===== src/rtl/ex_pkg.sv =====
// Shared types and constants for the EX operand stage: forwarding selects and ALU opcodes.
package ex_pkg;

    typedef enum logic [1:0] {
        FWD_NONE = 2'b00,
        FWD_WB   = 2'b01,
        FWD_MEM  = 2'b10
    } fwd_sel_e;

    localparam logic [3:0] ALU_AND = 4'b0000;
    localparam logic [3:0] ALU_OR  = 4'b0001;
    localparam logic [3:0] ALU_ADD = 4'b0010;
    localparam logic [3:0] ALU_SUB = 4'b0011;
    localparam logic [3:0] ALU_EQ  = 4'b1000;
    localparam logic [3:0] ALU_NE  = 4'b1001;

endpackage


===== src/rtl/forward_unit.sv =====
// Combinational forwarding select for one source operand.
// EX/MEM wins over MEM/WB, and x0 is never forwarded.
module forward_unit
    import ex_pkg::*;
#(
    parameter int REG_ADDR_WIDTH = 5
) (
    input  logic [REG_ADDR_WIDTH-1:0] rs,
    input  logic                      exmem_reg_write,
    input  logic [REG_ADDR_WIDTH-1:0] exmem_rd,
    input  logic                      memwb_reg_write,
    input  logic [REG_ADDR_WIDTH-1:0] memwb_rd,
    output fwd_sel_e                  fwd
);

    logic rs_nonzero;

    assign rs_nonzero = (rs != '0);

    always_comb begin
        fwd = FWD_NONE;
        if (exmem_reg_write && (exmem_rd == rs) && rs_nonzero) begin
            fwd = FWD_MEM;
        end else if (memwb_reg_write && (memwb_rd == rs) && rs_nonzero) begin
            fwd = FWD_WB;
        end
    end

endmodule


===== src/rtl/ex_operand_stage.sv =====
// ID/EX pipeline register with operand forwarding feeding the ALU.
// Outputs to the ALU are forced to zero while the stage holds no live instruction.
module ex_operand_stage
    import ex_pkg::*;
#(
    parameter int DATA_WIDTH     = 32,
    parameter int OPCODE_LENGTH  = 4,
    parameter int REG_ADDR_WIDTH = 5
) (
    input  logic                      clk,
    input  logic                      reset,
    input  logic                      id_valid,
    input  logic                      stall,
    input  logic                      flush,
    input  logic [DATA_WIDTH-1:0]     id_rs1_data,
    input  logic [DATA_WIDTH-1:0]     id_rs2_data,
    input  logic [DATA_WIDTH-1:0]     id_imm,
    input  logic [REG_ADDR_WIDTH-1:0] id_rs1,
    input  logic [REG_ADDR_WIDTH-1:0] id_rs2,
    input  logic [REG_ADDR_WIDTH-1:0] id_rd,
    input  logic                      id_alu_src,
    input  logic [OPCODE_LENGTH-1:0]  id_alu_op,
    input  logic                      id_reg_write,
    input  logic                      exmem_reg_write,
    input  logic                      memwb_reg_write,
    input  logic [REG_ADDR_WIDTH-1:0] exmem_rd,
    input  logic [REG_ADDR_WIDTH-1:0] memwb_rd,
    input  logic [DATA_WIDTH-1:0]     exmem_result,
    input  logic [DATA_WIDTH-1:0]     memwb_result,
    output logic [DATA_WIDTH-1:0]     SrcA,
    output logic [DATA_WIDTH-1:0]     SrcB,
    output logic [OPCODE_LENGTH-1:0]  Operation,
    output logic                      ex_valid,
    output logic [REG_ADDR_WIDTH-1:0] ex_rd,
    output logic                      ex_reg_write,
    output logic [DATA_WIDTH-1:0]     ex_store_data,
    output logic [1:0]                fwd_a,
    output logic [1:0]                fwd_b
);

    logic                      valid_q;
    logic                      reg_write_q;
    logic                      alu_src_q;
    logic [DATA_WIDTH-1:0]     rs1_data_q;
    logic [DATA_WIDTH-1:0]     rs2_data_q;
    logic [DATA_WIDTH-1:0]     imm_q;
    logic [REG_ADDR_WIDTH-1:0] rs1_q;
    logic [REG_ADDR_WIDTH-1:0] rs2_q;
    logic [REG_ADDR_WIDTH-1:0] rd_q;
    logic [OPCODE_LENGTH-1:0]  alu_op_q;

    // Flush only kills the valid/write bits; datapath registers may keep stale values.
    always_ff @(posedge clk) begin
        if (reset) begin
            valid_q     <= 1'b0;
            reg_write_q <= 1'b0;
            alu_src_q   <= 1'b0;
            rs1_data_q  <= '0;
            rs2_data_q  <= '0;
            imm_q       <= '0;
            rs1_q       <= '0;
            rs2_q       <= '0;
            rd_q        <= '0;
            alu_op_q    <= '0;
        end else if (flush) begin
            valid_q     <= 1'b0;
            reg_write_q <= 1'b0;
        end else if (!stall) begin
            valid_q     <= id_valid;
            reg_write_q <= id_reg_write;
            alu_src_q   <= id_alu_src;
            rs1_data_q  <= id_rs1_data;
            rs2_data_q  <= id_rs2_data;
            imm_q       <= id_imm;
            rs1_q       <= id_rs1;
            rs2_q       <= id_rs2;
            rd_q        <= id_rd;
            alu_op_q    <= id_alu_op;
        end
    end

    fwd_sel_e sel_a;
    fwd_sel_e sel_b;

    forward_unit #(.REG_ADDR_WIDTH(REG_ADDR_WIDTH)) u_fwd_a (
        .rs              (rs1_q),
        .exmem_reg_write (exmem_reg_write),
        .exmem_rd        (exmem_rd),
        .memwb_reg_write (memwb_reg_write),
        .memwb_rd        (memwb_rd),
        .fwd             (sel_a)
    );

    forward_unit #(.REG_ADDR_WIDTH(REG_ADDR_WIDTH)) u_fwd_b (
        .rs              (rs2_q),
        .exmem_reg_write (exmem_reg_write),
        .exmem_rd        (exmem_rd),
        .memwb_reg_write (memwb_reg_write),
        .memwb_rd        (memwb_rd),
        .fwd             (sel_b)
    );

    logic [DATA_WIDTH-1:0] op_a;
    logic [DATA_WIDTH-1:0] op_b;

    always_comb begin
        op_a = rs1_data_q;
        case (sel_a)
            FWD_MEM: op_a = exmem_result;
            FWD_WB:  op_a = memwb_result;
            default: op_a = rs1_data_q;
        endcase
    end

    always_comb begin
        op_b = rs2_data_q;
        case (sel_b)
            FWD_MEM: op_b = exmem_result;
            FWD_WB:  op_b = memwb_result;
            default: op_b = rs2_data_q;
        endcase
    end

    assign SrcA          = valid_q ? op_a : '0;
    assign SrcB          = valid_q ? (alu_src_q ? imm_q : op_b) : '0;
    assign Operation     = valid_q ? alu_op_q : '0;
    assign fwd_a         = valid_q ? sel_a : FWD_NONE;
    assign fwd_b         = valid_q ? sel_b : FWD_NONE;
    assign ex_valid      = valid_q;
    assign ex_rd         = rd_q;
    assign ex_reg_write  = valid_q & reg_write_q;
    assign ex_store_data = op_b;

endmodule


===== config.mk =====
export PLATFORM = sky130hd
export DESIGN_NAME = ex_operand_stage
export DESIGN_NICKNAME = d
export VERILOG_FILES = /design/src/rtl/ex_pkg.sv /design/src/rtl/forward_unit.sv /design/src/rtl/ex_operand_stage.sv
export SDC_FILE = /design/constraint.sdc
export NUM_CORES = 1
export LEC_CHECK = 0
export ABC_AREA = 0
export CAP_MARGIN = 20
export CORE_ASPECT_RATIO = 1.4
export CORE_MARGIN = 2
export CORE_UTILIZATION = 28
export DETAILED_ROUTE_END_ITERATION = 12
export GPL_TIMING_DRIVEN = 0
export PLACE_DENSITY = 0.62
export SLEW_MARGIN = 20
export SYNTH_ARGS = -nofsm -noshare
export SYNTH_HDL_FRONTEND = slang
export SYNTH_SLANG_ARGS = --single-unit

===== constraint.sdc =====
create_clock -name clk -period 2.9 [get_ports clk]
set_clock_uncertainty 0.2 [all_clocks]
set_input_delay 0.58 -clock clk [delete_from_list [all_inputs] [get_ports clk]]
set_output_delay 0.58 -clock clk [all_outputs]
set_load 0.05 [all_outputs]

== Yosys cells after proc, flatten, opt, wreduce, memory -nomap -nowiden ==
Index checks and enable logic that the tools add are counted.
Operators by class
  equality and inequality tests: 8
  multiplexer cells: 12
  bitwise gates (word level): 3
  reduce and logical (&&, ||, !) cells: 12
Operators with widths (number)
  32-bit case mux with 2 select lines: 2
  32-bit two-way mux: 3
  5-bit == test: 4
  5-bit nonzero test: 2
  1-bit logical AND: 8
  2-bit two-way mux: 4
  2-bit by 1-bit == test with 1-bit output, second input constant: 2
  2-bit == test, second input constant: 2
  4-bit two-way mux: 1
  1-bit two-way mux: 2
  1-bit inverter: 2
  2-bit AND reduction: 1
  2-bit OR reduction: 1
  1-bit bitwise AND: 1
Storage, ports and cells
  bits in registers: 118
  bits of input ports: 198
  output and inout bits: 111
  word-level logic and storage cells: 45

== Depth between registers and ports, before layout ==
Gate-level depths: netlist of run 1.
  depth after elaboration: 9
  gate-level depth with buffers: 8

== By module ==
A second synthesis of run 1 with hierarchy kept.
Unflattened totals
  cells, all modules: 923
  area total of the unflattened synthesis: 7448.4 sq um
By module, submodules not included
  ex_operand_stage: times used 1, cells each 887, area each 7170.6 sq um, sequential area each 2362.3 sq um
  forward_unit: times used 2, cells each 18, area each 138.9 sq um, sequential area each 0.0 sq um

== Worst setup path after synthesis of run 1 ==
OpenSTA, ideal clock, no wires.
  kind: input to output
  start: in memwb_rd[1]
  end: out SrcB[0]
  data arrival time: 2.496 ns
  required time: 2.120 ns
  setup slack: -0.376 ns
  cell stages on the path: 5
  path through: xnor2_1 -> nand4_1 -> nor4_4 -> mux2i_1 -> o21ai_0
Between the ends
  cells in the longest elaborated chain, start to end: 9
RTL lines
  from (decl): line ex_operand_stage.sv:27  | input logic [REG_ADDR_WIDTH-1:0] memwb_rd,
  5-bit == test (*): line forward_unit.sv:24  | end else if (memwb_reg_write && (memwb_rd == rs) && rs_nonzero) begin
  1-bit logical AND (*) (2 in series): line forward_unit.sv:24
  1-bit two-way mux (*): line forward_unit.sv:24
  2-bit two-way mux (*): line forward_unit.sv:22  | if (exmem_reg_write && (exmem_rd == rs) && rs_nonzero) begin
  2-bit by 1-bit == test with 1-bit output / 2-bit == test (equally long branches): line ex_operand_stage.sv:117  | case (sel_b)
  32-bit case mux with 2 select lines (*): line ex_operand_stage.sv:117
  32-bit two-way mux (*) (2 in series): line ex_operand_stage.sv:125  | assign SrcB = valid_q ? (alu_src_q ? imm_q : op_b) : '0;
  to (decl): line ex_operand_stage.sv:31  | output logic [DATA_WIDTH-1:0] SrcB,
Every way passes the cells marked *; elsewhere a longest branch is shown, timed or not.

== Worst setup path after layout of run 1 ==
  start: reg rs2_q[0]
  end: out SrcB[21]
Between the ends
  cells in the longest elaborated chain, start to end: 9
RTL lines
  from (decl): line ex_operand_stage.sv:48  | logic [REG_ADDR_WIDTH-1:0] rs2_q;
  from (signal assigned): line ex_operand_stage.sv:76  | rs2_q <= id_rs2;
  5-bit == test: line forward_unit.sv:24
  1-bit logical AND (2 in series): line forward_unit.sv:24
  1-bit two-way mux: line forward_unit.sv:24
  2-bit two-way mux (*): line forward_unit.sv:22
  2-bit by 1-bit == test with 1-bit output / 2-bit == test (equally long branches): line ex_operand_stage.sv:117
  32-bit case mux with 2 select lines (*): line ex_operand_stage.sv:117
  32-bit two-way mux (*) (2 in series): line ex_operand_stage.sv:125
Marked as above.

==> results of run 1 <==
layout make-up:
type	instances	area, µm²
Inverter	1	3.754
Timing Repair Buffer	354	3990
Buffer	71	591.8
Antenna cell	2	5.005
Sequential cell	118	2389
Fill cell	2039	9532
Multi-Input combinational cell	657	4955
Tap cell	301	376.6
Clock buffer	21	480.5
Clock inverter	8	123.9
synth_stat cells:
| master | number |
|---|---|
| nand2_4 | 1 |
| xor2_1 | 6 |
| a32oi_1 | 31 |
| clkbuf_1 | 43 |
| a21oi_1 | 173 |
| o21ai_0 | 33 |
| or3_1 | 1 |
| xnor2_1 | 14 |
| and3_1 | 2 |
| buf_4 | 8 |
| and2_1 | 5 |
| nor2_2 | 9 |
| buf_2 | 7 |
| and2_0 | 1 |
| nand2_1 | 233 |
| nor2_1 | 29 |
| mux2i_1 | 66 |
| nor4_4 | 2 |
| inv_1 | 1 |
| nand3_1 | 2 |
| buf_1 | 7 |
| dfxtp_1 | 118 |
| o21ai_1 | 30 |
| nor3_1 | 3 |
| buf_12 | 2 |
| a21oi_2 | 7 |
| or4_1 | 3 |
| or2_2 | 1 |
| o211ai_2 | 1 |
| buf_6 | 9 |
| nand4_1 | 4 |
stage by stage:
stage	instance area (µm²)	cells	hold WS [ns]	setup TNS [ns]
global route	12910	1532	0.2703	-36.77
floorplan	6568	852	0.2317	-8.137
global placement	10020	1460	0.2389	-162.43
finish	12910	1533	0.2524	-30.22
CTS	12240	1523	0.2515	-30.96
detailed placement	10020	1460	0.2435	-167.12
worst register-to-register path: cells and delay by family, from the launching register on:
kind / cells / cell delay [ns]
DFF: 1 / 0.52
and+or+nand+nor: 1 / 0.13
muxes: 1 / 0.13
worst max-delay path by stage:
stage / from / to / slack, ns / depth (start not counted)
6_report: rs2_q[0] / SrcB[21] / -0.43 / 9
3_5_place_dp: memwb_rd[4] / SrcA[24] / -1.44 / 8
5_1_grt: rs2_q[0] / ex_store_data[20] / -0.49 / 9
3_3_place_gp: memwb_rd[4] / SrcA[24] / -1.49 / 8
2_1_floorplan: exmem_rd[0] / SrcA[10] / -0.22 / 5
4_1_cts: rs2_q[3] / ex_store_data[11] / -0.44 / 9
power by group through the flow:
| stage | sequential, µW | combinational, µW | clock [µW] |
|---|---|---|---|
| after floorplan | 1780 | 395 | 0 |
| after global placement | 1780 | 861 | 0 |
| after global routing | 1770 | 1110 | 2310 |
| after detailed placement | 1780 | 866 | 0 |
| final | 1760 | 1050 | 2210 |
| after CTS | 1760 | 981 | 2240 |
registers in the layout, summed over array words and instances (netlist names), 4 cells and up:
register,cells
imm_q,32
rs1_data_q,32
rs2_data_q,32
ex_rd,5
rs1_q,5
rs2_q,5
alu_op_q,4
cell usage in the layout, fill, tap and decap left out, types with 13 or more instances in the layout:
| cell | Yosys | layout |
|---|---|---|
| mux2i_4 | 0 | 34 |
| buf_12 | 2 | 27 |
| buf_6 | 9 | 98 |
| mux2i_1 | 66 | 23 |
| a21oi_1 | 173 | 122 |
| buf_4 | 8 | 19 |
| clkdlybuf4s50_1 | 0 | 190 |
| a32oi_1 | 31 | 31 |
| o21ai_4 | 0 | 15 |
| clkbuf_1 | 43 | 33 |
| nor2_1 | 29 | 20 |
| clkbuf_16 | 0 | 20 |
| a21oi_4 | 0 | 34 |
| o21ai_2 | 0 | 38 |
| a21oi_2 | 7 | 24 |
| buf_8 | 0 | 13 |
| dfxtp_1 | 118 | 109 |
| nand2_1 | 233 | 233 |
logic make-up (layout without fill, tap and decap cells):
family,Yosys count,after routing,synth area share [%]
and+or+nand+nor,296,296,19.25
other,0,2,0
xor gates and xnor gates,20,20,2.745
AOI/OAI and AO/OA,275,275,23.92
buffers and inverters,77,455,6.706
DFF,118,118,37.02
muxes,66,66,10.35
what timing repair did:
action,in CTS,in global routing
pin swaps,105,33
buffers inserted,25,10
gates cloned,13,2
gates resized for setup,968,122
setup endpoints to repair,145,101
routing by layer:
metal,global-route usage [%],up-vias,routed length [µm]
met5,0,-,0
met3,5.056,81,1749
li1,-,3705,-
met1,29.99,3682,12560
met4,12.74,0,1245
met2,46.41,311,16840
==> summary.md, run 1 <==
| Metric | Value |
|---|---|
| Status | finished with violations |
| Violated checks | design-rule violations, negative setup slack |
| Largest net degree at the start of global routing | 17 |
| Worst-path cell chain | or4_4 -> nor2_4 -> nor4_4 -> buf_6 -> buf_12 -> buf_12 -> mux2i_4 -> o21ai_2 -> buf_6 |
| FF-to-FF Start | ex_valid |
| Syn Area/Cell | 7.490 µm² |
| ANT nets after route | 0 |
| WL/cell | 21.13 µm |
| Comb pwr share | 20.9% |
| Worst hold path startpoint | alu_op_q[0] |
| Synth top area share | 37.02% |
| Vias in the first global route | 7,922 |
| Total wire length | 32,390 µm |
| WS Path Type | flip-flop to output port |
| Synthesis-stage register bit count | 118 |
| Core box area | 0.02245 mm² |
| Global route overflow | 0 |
| Pre-antenna DRT Iters | 9 |
| Vias | 7,779 |
| Tightest Hold Check Type | flip-flop to flip-flop |
| Pwr Total | 5013 µW |
| Switching share of total power | 27.62% |
| CP peak stage delay | 0.55 ns |
| CTS tree | yes |
| Vias/cell | 5.074 |
| Mapped cell area | 0.006381 mm² |
| Share of layout cells above drive strength 1 | 33.25% |
| Internal | 3628 µW |
| Sw Pwr | 1385 µW |
| Sequential-to-total area share from yosys stat | 37.02% |
| Flop-to-flop setup slack | 1.85 ns |
| Post-Synthesis Cells | 852 |
| Dpl hpwl | 22,220 µm |
| Hold EP | alu_op_q[0] |
| Crit start category | flip-flop |
| Worst slack, placed | -1.441 ns |
| 1st-iter DRT viols | 380 |
| CTS sink cnt | 118 |
| Reg2reg end | ex_valid |
| Global-route usage over all layers | 26.13% |
| Die height | 182.6 µm |
| Initial core utilization | 28.43% |
| DRC Markers | 2 |
| Setup slack after layout | -0.4260 ns |
| Tightest Pin Transition | 1.030 ns |
| First-pass GRT wire length | 47,400 µm |
| CTS Buffer Depth | 2 |
| Crit path required time | 2.12 ns |
| Row count | 65 |
| Root Driver | clkbuf_16 |
| CTS buffer count | 17 |
| Clk pwr share | 44.0% |
| Syn Nets | 1,050 |
| Max H-tree Level | 4 |
| Number of hold-repair buffers added at the cts stage | 0 |
| LEAKAGE | 0.004485 µW |
| Top delay family on crit path | simple AND/OR/NAND/NOR gates |
| Max cap viols | 0 |
| Power per cell area | 388.2 mW/mm² |
| Crit path time final | 3.326 ns |
| Max VDD drop | 395.6 µV |
| Final core utilization | 57.54% |
| Tcrit/Tclk final | 114.7% |
| Area added between synthesis and finish | 102.4% |
| CP endpoint kind | output port |
| Max Fanout on Critical Path | 5 |
| Final setup fails | 100 |
| Die W | 131.6 µm |
| Sequential fraction of design power | 35.1% |
| Worst skew pair latency | 0.42 ns |
| Hold path depth | 2 |
| Unrepaired setup endpoints after global routing | true |
| Placer Congestion | 0.8471 |
| Distinct cells, synth | 31 |
| Synthesis Warnings | 0 |
| CTS clk-pin slew, worst paths | 0.06 ns |
| Buffers added on ports | 307 |
| CP Data Arrival Time | 2.55 ns |
| Synth top area cells | dfxtp_1 37%, nand2_1 14%, a21oi_1 14%, mux2i_1 10%, a32oi_1 4.3% |
| Nets | 1,418 |
| # IOs | 309 |
| Initial antenna violation count | 1 |
| Synth area leader | dfxtp_1 |
| Relative slew slack | 31.37% |
| Endpoints failing hold | 0 |
| Slowest-stage cell, CP | or4_4 |
| DIE AREA | 0.02403 mm² |
| Fmax achieved | 300.7 MHz |
| Worst R2R Path Depth | 2 |
| CP bufs+invs | 4 |
| Slew Viols, Final | 0 |
Power figures use the tool's default switching activity.
==> inputs of run 2 (changes only) <==
--- a/config.mk
+++ b/config.mk
@@ -10,6 +10,7 @@
 export CORE_ASPECT_RATIO = 1.4
 export CORE_MARGIN = 2
 export CORE_UTILIZATION = 28
+export CTS_CLUSTER_SIZE = 25
 export DETAILED_ROUTE_END_ITERATION = 12
 export GPL_TIMING_DRIVEN = 0
 export PLACE_DENSITY = 0.62
==> results of run 2 <==
Final layout, timing and power as in run 1 (identical DEF).
==> inputs of run 3 (changes only) <==
--- a/config.mk
+++ b/config.mk
@@ -9,11 +9,11 @@
 export CAP_MARGIN = 20
 export CORE_ASPECT_RATIO = 1.4
 export CORE_MARGIN = 2
-export CORE_UTILIZATION = 28
+export CORE_UTILIZATION = 30
 export CTS_CLUSTER_SIZE = 25
 export DETAILED_ROUTE_END_ITERATION = 12
 export GPL_TIMING_DRIVEN = 0
-export PLACE_DENSITY = 0.62
+export PLACE_DENSITY = 0.65
 export SLEW_MARGIN = 20
 export SYNTH_ARGS = -nofsm -noshare
 export SYNTH_HDL_FRONTEND = slang
==> run 3 against run 2 <==
Critical path depth unchanged. Clock power is 6% lower. First-iteration DRC count up 15%. Non-clock buffer count decreased by 15. Die area shrank 6.5%. Largest cell class unchanged. Hold slack worse by 0.0025 ns. Wire length down 5.8%. Combinational power decreased by 4%. The run ends with negative setup slack left. Sequential power is essentially flat. Largest power group unchanged. Final cell count fell by 3.6%.
==> summary.md, run 3 (synthesized netlist as in run 1, its figures left out) <==
| Metric | Value |
|---|---|
| Initial antenna violation count | 2 (+1) |
| Dpl hpwl | 21,820 µm (-1.8%) |
| Vias | 7,650 (-1.7%) |
| Fillers | 1,874 (-8.1%) |
| Vias in the first global route | 7,813 (-1.4%) |
| Root Driver | clkbuf_16 |
| Multi-input gate area | 0.004747 mm² (-4.2%) |
| Register Area | 0.002386 mm² (-0.10%) |
| Die W | 127.3 µm (-3.3%) |
| 1st-iter DRT viols | 436 (+15%) |
| Unrepaired setup endpoints after global routing | true |
| Max VDD drop | 352.4 µV (-11%) |
| Largest net degree at the start of global routing | 17 (unchanged) |
| Slew Viols, Final | 0 (unchanged) |
| Row count | 63 (-3.1%) |
| Commonest non-fill, non-tap cell in the layout | nand2_1 |
| Die height | 176.6 µm (-3.3%) |
| DRC Markers | 0 (-2) |
| Met2 WL | 15,680 µm (-6.9%) |
| FF-to-FF Start | ex_valid |
| DIE AREA | 0.02247 mm² (-6.5%) |
| Endpoints failing hold | 0 (unchanged) |
| Buffers added on ports | 307 (unchanged) |
| Routed met3 length | 1540 µm (-12%) |
| Pwr Total | 4840 µW (-3.5%) |
| Commonest cells after routing, fill and taps aside | 233 x nand2_1, 191 x clkdlybuf4s50_1, 119 x a21oi_1 |
| Placer Congestion | 0.8707 (+2.8%) |
| LEAKAGE | 0.004359 µW (-2.8%) |
| First-pass GRT wire length | 45,370 µm (-4.3%) |
| Worst skew pair latency | 0.41 ns (about the same) |
| Core box area | 0.02105 mm² (-6.2%) |
| Flop-to-flop setup slack | 1.86 ns (about the same) |
| WL/cell | 20.64 µm (-2.3%) |
| CTS sink cnt | 118 (unchanged) |
| Total wire length | 30,510 µm (-5.8%) |
| CTS Buffer Depth | 2 (unchanged) |
| Relative slew slack | 35.08% (+3.7 points) |
| Tightest Pin Transition | 0.9739 ns (-0.05566 ns) |
| CP Launch Point | memwb_rd[2] |
| Max Fanout on Critical Path | 5 (unchanged) |
| Tcrit/Tclk final | 115.0% (+0.27 points) |
| WS Path Type | primary input to output port |
| CTS clk-pin slew, worst paths | 0.05 ns (about the same) |
| CP Data Arrival Time | 2.55 ns (about the same) |
| Power per cell area | 392.9 mW/mm² (+1.2%) |
| Pre-antenna DRT Iters | 7 (-2) |
| CP endpoint kind | output port |
| Number of hold-repair buffers added at the cts stage | 0 (unchanged) |
| Global-route usage over all layers | 26.71% (+0.59 points) |
| Max Used Layer | met4 |
| CTS tree | yes |
| Vias/cell | 5.176 (+2.0%) |
| Violated checks | negative setup slack |
| Share of layout cells above drive strength 1 | 31.66% (-1.6 points) |
| Crit path time final | 3.334 ns (+0.007795 ns) |
| Area added between synthesis and finish | 93.06% |
| Crit path required time | 2.12 ns (about the same) |
| Placed Area | 0.009966 mm² (-0.51%) |
| Initial core utilization | 30.32% (+1.9 points) |
| Fmax achieved | 300.0 MHz (-0.23%) |
| Met1 Wirelength | 11,970 µm (-4.7%) |
| # IOs | 309 (unchanged) |
| Crit start category | primary input |
| Global route overflow | 0 (unchanged) |
| Fin area | 0.01232 mm² (-4.6%) |
| Worst slack, placed | -1.460 ns (-0.01902 ns) |
| Nets | 1,403 (-1.1%) |
| Setup slack after layout | -0.4338 ns (-0.007795 ns) |
| Tightest Hold Check Type | flip-flop to flip-flop |
| ANT nets after route | 0 (unchanged) |
| Max cap viols | 0 (unchanged) |
| Max H-tree Level | 4 (unchanged) |
| Final core utilization | 58.53% (+1.0 points) |
| Worst hold path startpoint | alu_op_q[1] |
| Setup TNS | -31.76 ns (-1.539 ns) |
| CTS buffer count | 17 (unchanged) |
| Status | finished with violations |
| Final setup fails | 100 (unchanged) |
| Largest registers | imm_q: 32 flops, rs1_data_q: 32 flops, rs2_data_q: 32 flops |
-- run 3: repair_timing --
action,4_1_cts,5_1_grt
gates cloned,9,0
pin swaps,82,28
resized for setup,983,24
hold endpoints to repair,0,0
endpoints found under the setup margin,145,100
buffers inserted,19,4
-- run 3: where the power goes --
group	switching [µW]	internal [µW]
clock	758	1320
combinational	518	489
sequential	63.5	1700
-- run 3: critical path: stages --
cell	delay, ns
clkdlybuf4s50_1	0.47
xor2_1	0.19
nor4_4	0.29
buf_12	0.18
buf_12	0.12
buf_12	0.15
mux2i_4	0.29
o21ai_2	0.10
buf_6	0.16
-- run 3: metrics by stage --
step / cells / hold WS, ns
floorplan: 852 / 0.2317
global placement: 1419 / 0.2390
detailed placement: 1419 / 0.2417
CTS: 1475 / 0.2498
global route: 1478 / 0.2670
finish: 1478 / 0.2499
-- run 3: routing by layer --
metal  global-route usage (%)  vias up
met5                        0        -
met2                    47.08      287
met3                    4.636       69
met1                    31.22     3616
met4                    12.68        0
li1                         -     3678
-- run 3: worst paths after layout --
kind,endpoint,depth (start not counted)
max,SrcB[23],9
min,alu_op_q[1],2
max reg2reg,ex_valid,2
min reg2reg,alu_op_q[1],2
-- run 3: cell type report --
cell class | instances | share of cell area [%]
antenna | 2 | 0.04063
buffer | 74 | 4.966
clock buffer | 21 | 3.819
clock inverter | 9 | 0.8328
inverter | 1 | 0.03047
multi-input combinational | 657 | 38.53
sequential | 118 | 19.37
tap | 260 | 2.641
timing repair buffer | 336 | 29.77
